==> src/rtl/inst_fetch.sv <==
// Instruction fetch stage: owns the PC, fetches over a ready/request handshake,
// holds the instruction for the decoder and retires it with the next-PC update.
module inst_fetch #(
    parameter logic [31:0] RESET_PC = 32'h0000_0000,
    parameter int          CNT_W    = 16
) (
    input  logic             clk,
    input  logic             rst,
    output logic             im_req,
    output logic [31:0]      im_addr,
    input  logic             im_ready,
    input  logic [31:0]      im_rdata,
    input  logic             stall,
    input  logic             branch_ena,
    input  logic             Jump_ena,
    input  logic             eq_flag,
    input  logic [31:0]      target_off,
    output logic [31:0]      pc,
    output logic [31:0]      inst,
    output logic [5:0]       opcode,
    output logic [4:0]       subopcode,
    output logic             inst_valid,
    output logic [CNT_W-1:0] retire_cnt
);

    typedef enum logic [1:0] {
        IDLE  = 2'd0,
        FETCH = 2'd1,
        EXEC  = 2'd2
    } state_t;

    state_t             r_state;
    state_t             w_next_state;
    logic               r_started;
    logic [31:0]        r_pc;
    logic [31:0]        r_inst;
    logic [CNT_W-1:0]   r_cnt;

    logic               w_capture;
    logic               w_retire;
    logic               w_take;
    logic [31:0]        w_sum;
    logic [31:0]        w_next_pc;

    assign w_capture = (r_state == FETCH) && im_ready;
    assign w_retire  = (r_state == EXEC) && !stall;

    // Jump wins over a taken branch; both use the same pc-relative offset.
    assign w_take    = Jump_ena | (branch_ena & eq_flag);
    assign w_sum     = r_pc + (w_take ? target_off : 32'd4);
    assign w_next_pc = {w_sum[31:2], 2'b00};

    // IDLE lasts one full cycle after the first edge following reset release.
    always_ff @(posedge clk or negedge rst) begin
        if (!rst) begin
            r_started <= 1'b0;
        end else begin
            r_started <= 1'b1;
        end
    end

    always_ff @(posedge clk or negedge rst) begin
        if (!rst) begin
            r_state <= IDLE;
        end else begin
            r_state <= w_next_state;
        end
    end

    always_comb begin
        w_next_state = r_state;
        case (r_state)
            IDLE:    if (r_started) w_next_state = FETCH;
            FETCH:   if (im_ready)  w_next_state = EXEC;
            EXEC:    if (!stall)    w_next_state = FETCH;
            default: w_next_state = IDLE;
        endcase
    end

    always_ff @(posedge clk or negedge rst) begin
        if (!rst) begin
            r_pc   <= RESET_PC;
            r_inst <= 32'd0;
            r_cnt  <= '0;
        end else begin
            if (w_capture) begin
                r_inst <= im_rdata;
            end
            if (w_retire) begin
                r_pc  <= w_next_pc;
                r_cnt <= r_cnt + {{(CNT_W-1){1'b0}}, 1'b1};
            end
        end
    end

    assign im_req     = (r_state == FETCH);
    assign im_addr    = r_pc;
    assign inst_valid = (r_state == EXEC);
    assign pc         = r_pc;
    assign inst       = r_inst;
    assign opcode     = r_inst[30:25];
    assign subopcode  = r_inst[4:0];
    assign retire_cnt = r_cnt;

endmodule
==> config.mk <==
export PLATFORM = sky130hd
export DESIGN_NAME = inst_fetch
export DESIGN_NICKNAME = d
export VERILOG_FILES = /design/src/rtl/inst_fetch.sv
export SDC_FILE = /design/constraint.sdc
export NUM_CORES = 1
export LEC_CHECK = 0
export ABC_AREA = 1
export ABC_CLOCK_PERIOD_IN_PS = 2550
export BUFFER_PORTS_ARGS = -buffer_cell sky130_fd_sc_hd__clkbuf_2
export CAP_MARGIN = 10
export CORE_UTILIZATION = 52
export DETAILED_ROUTE_END_ITERATION = 6
export GPL_TIMING_DRIVEN = 0
export PLACE_DENSITY = 0.82
export SYNTH_ARGS = -nofsm -noshare
export SYNTH_HDL_FRONTEND = slang
export SYNTH_SLANG_ARGS = --single-unit
==> constraint.sdc <==
create_clock -name clk -period 2.55 [get_ports clk]
set_input_delay 0.51 -clock clk [delete_from_list [all_inputs] [get_ports clk]]
set_output_delay 0.51 -clock clk [all_outputs]
set_load 0.05 [all_outputs]
==> results by group <==
Floorplan
  • Die X: 108 um
  • Initial Util: 53.7%
  • Rows: 38
  • Total I/O pin count: 196
  • Area of the core: 10900 sq um
  • Die ar.: 11700 sq um
  • Die Y: 108 um

Job
  • Max-cap viol count: 0

Cells and area
  • Most frequent cells in the layout: nand2_1 (250), clkbuf_2 (188), inv_1 (128)
  • N_diodes: 0
  • Cell area after layout: 7590 sq um
  • Fillers: 901
  • Final Net Count: 1122
  • Layout overhead on the synthesized area: 29.1%
  • Layout cells sized above 1: 34.2%
  • Commonest non-fill, non-tap cell in the layout: nand2_1

Placed design
  • I/O Buffers: 189
  • Routability cong.: 0.944
  • Post-placement cell area: 7040 sq um
  • HPWL Detailed: 11700 um

Clock tree
  • Clk sinks: 81
  • Cts bufs inserted: 9
  • Worst-Skew Late Latency: 0.35 ns
  • CTS tree: done
  • CTS H-tree depth: 3
  • CTS root buf: clkbuf_16
  • Clock tree buffer depth: 2
  • Clock transition at path regs: 0.07 ns

Power
  • Sequential Power Share: 21.9%
  • PD cells: 1380 nW/um^2
  • Combinational power share: 65.0%
  • Total power: 0.0105 W
  • Static Leak: 4.52 nW
  • Internal power: 0.00456 W
  • Sw Ratio: 56.5%
  • Worst VDD drop: 1.17 mV
  • Total net switching power: 0.00591 W
  • Clk pwr share: 13.1%

Worst setup path
  • CP Launch Type: input port
  • Most common cell on crit path: nand2_1
  • Crit-path cells: clkbuf_2, nand2_1, inv_1, or2_4, clkinv_4, clkbuf_4, nor2_1, ha_1, nand2_2, inv_1, a21oi_1, nand3_2, nand3_1, nand2_1, nand2_1, nand3_1, nand2_1
  • CP arrival: 2.82 ns
  • Crit path max-delay cell type: ha_1
  • Crit Path Max Fanout: 10
  • Critical path class: input port to flip-flop
  • CP required: 2.83 ns
  • CP Capture Type: flip-flop
  • Crit-path max cell delay: 0.34 ns

Synthesis
  • Post-synth cell types: 35
  • Main synth FF type: dfrtp_1
  • Post-synth EDFFs: 0
  • Sequential area share after synthesis: 34.5%
  • Yosys warning count: 0
  • Number of synthesized register bits: 81
  • Fraction of registers with async set/reset: 100%
  • Syn_area_per_cell: 7.23 sq um
  • Synthesized cell area: 5870 sq um
  • Post-synthesis cell count: 812

Routing
  • Wire length per cell: 13.4 um
  • Post-DRT Antenna Nets: 0
  • WL final: 15600 um
  • Residual DRC: 0
  • Via count: 5732
  • Pre-Repair DR Iteration Count: 5
  • Initial DRC Count: 273
  • DR vias/cell: 4.92

Outcome
  • Status: completed

STA
  • Worst Tran Pin Value: 0.688 ns
  • Worst slew margin: 54.2%
  • Max Freq: 395 MHz
  • Final Hold Viols: 0
  • Max-slew violations: 0
  • Final worst-path cycle share: 99.3%
  • Final Skew: 0.00892 ns
  • Crit path time final: 2.53 ns
  • Final setup violating endpoints: 0

GRT
  • First-pass GRT wire length: 24300 um
  • Vias in the first global route: 5453
  • Gr usage total: 26.6%
  • Grt total ovfl: 0
  • Largest net degree at the start of global routing: 59
  • Initial antenna violation count: 0

Min path
  • Hold/Removal Path Class: input port to async pin
-- kinds of logic (layout without fill, tap and decap cells) --
logic type,Yosys count,in the layout,synth area share [%]
other,2,5,0.128
and+or+nand+nor,406,406,29.3
muxes,32,32,6.13
buffers and inverters,186,396,14.8
AOI/OAI and AO/OA,47,47,4.32
DFF,81,81,34.5
xor gates and xnor gates,27,27,4.03
adders and majority gates,31,31,6.73
-- metal layers --
metal  part of all wire (%)  up-vias  routed length, um  GRT usage (%)
met4                    2.8        0                429           10.3
met5                      0        -                  0              0
met2                     50      211               7840           46.5
met3                    6.1       36                957           5.24
li1                       -     2863                  -              -
met1                     41     2622               6360           32.1
-- power groups by stage --
stage | clock network [W] | registers, W | logic, W
6_report | 0.00137 | 0.00230 | 0.00680
4_1_cts | 0.00139 | 0.00228 | 0.00661
2_1_floorplan | 0 | 0.00392 | 0.00350
3_3_place_gp | 0 | 0.00226 | 0.00645
3_5_place_dp | 0 | 0.00229 | 0.00655
5_1_grt | 0.00145 | 0.00237 | 0.00726
-- flip-flops by register name, summed over array words and instances (netlist names) --
name and cells:
r_state 2, im_addr 30, r_started 1, inst 32
retire_cnt 16
-- worst max-delay path: cells and delay by family --
family          cells  cell delay, ns
simple gates       10            1.17
compound gates      1            0.32
buf+inv             5            0.49
fa+ha+maj           1            0.34
-- worst paths after layout --
| kind | from | end | slack [ns] | cells past startpoint |
|---|---|---|---|---|
| worst max-delay path | branch_ena | im_addr[21]$_DFFE_PN0P_ | 0.02 | 17 |
| worst min-delay path | rst | im_addr[11]$_DFFE_PN0P_ | 0.11 | 1 |
| worst max register to register | im_addr[2]$_DFFE_PN0P_ | im_addr[26]$_DFFE_PN0P_ | 0.42 | 13 |
| worst min register to register | r_state[0]$_DFFE_PN0P_ | r_state[1]$_DFFE_PN0P_ | 0.51 | 1 |
| max in group asynchronous | rst | im_addr[27]$_DFFE_PN0P_ | 1.85 | 2 |
| min in group clk | im_ready | r_state[0]$_DFFE_PN0P_ | 0.38 | 2 |
-- cell usage after synthesis, types with 2 or more instances --
library cell	n	area share, %
dfrtp_1	81	35
nor2_1	74	4.7
inv_1	128	8.2
xnor2_1	15	2.2
o21bai_1	4	0.51
nand2_2	2	0.21
nor2_4	4	0.77
conb_1	2	0.13
ha_1	30	6.4
buf_2	4	0.34
buf_4	45	5.8
nand3b_1	3	0.38
o21ai_0	16	1.4
xor2_1	12	1.8
or2_2	3	0.32
nor3_2	2	0.34
nand2_1	261	17
nand3_1	47	4.0
a21oi_1	23	2.0
nand4_1	4	0.43
clkbuf_1	6	0.38
mux2_2	32	6.1
nand4_4	2	0.72
-- what timing repair did --
action / 4_1_cts / 5_1_grt
pin swaps: 0 / 2
cloned: 0 / 1
buffers inserted: 1 / 2
setup endpoints to repair: 19 / 18
gates resized for setup: 11 / 40
hold buffers: 0 / 0
-- stage by stage --
stage               hold WS (ns)  instances  worst slack [ns]  util (%)  setup TNS [ns]
finish                     0.106       1165            0.0176      69.4               0
global route               0.134       1165           -0.0757      69.4          -0.193
CTS                        0.118       1162           -0.0200      67.7         -0.0200
detailed placement         0.478       1145            -0.601      64.4           -9.69
global placement           0.466       1144            -0.590      64.1           -8.74
floorplan                  0.214        815            0.0318         -               0
-- cell type report --
cell class | instances | area [sq um] | area share (%)
clock buffers | 9 | 225 | 2.97
clock inverters | 7 | 90.1 | 1.19
well taps | 140 | 175 | 2.31
repair inverters | 1 | 5.00 | 0.0660
plain buffers | 56 | 392 | 5.16
flip-flops and latches | 81 | 2030 | 26.7
multi-input cells | 548 | 3180 | 41.9
repair buffers | 193 | 998 | 13.2
inverters | 130 | 493 | 6.50
Note: power is estimated with default switching activity, not from simulation.
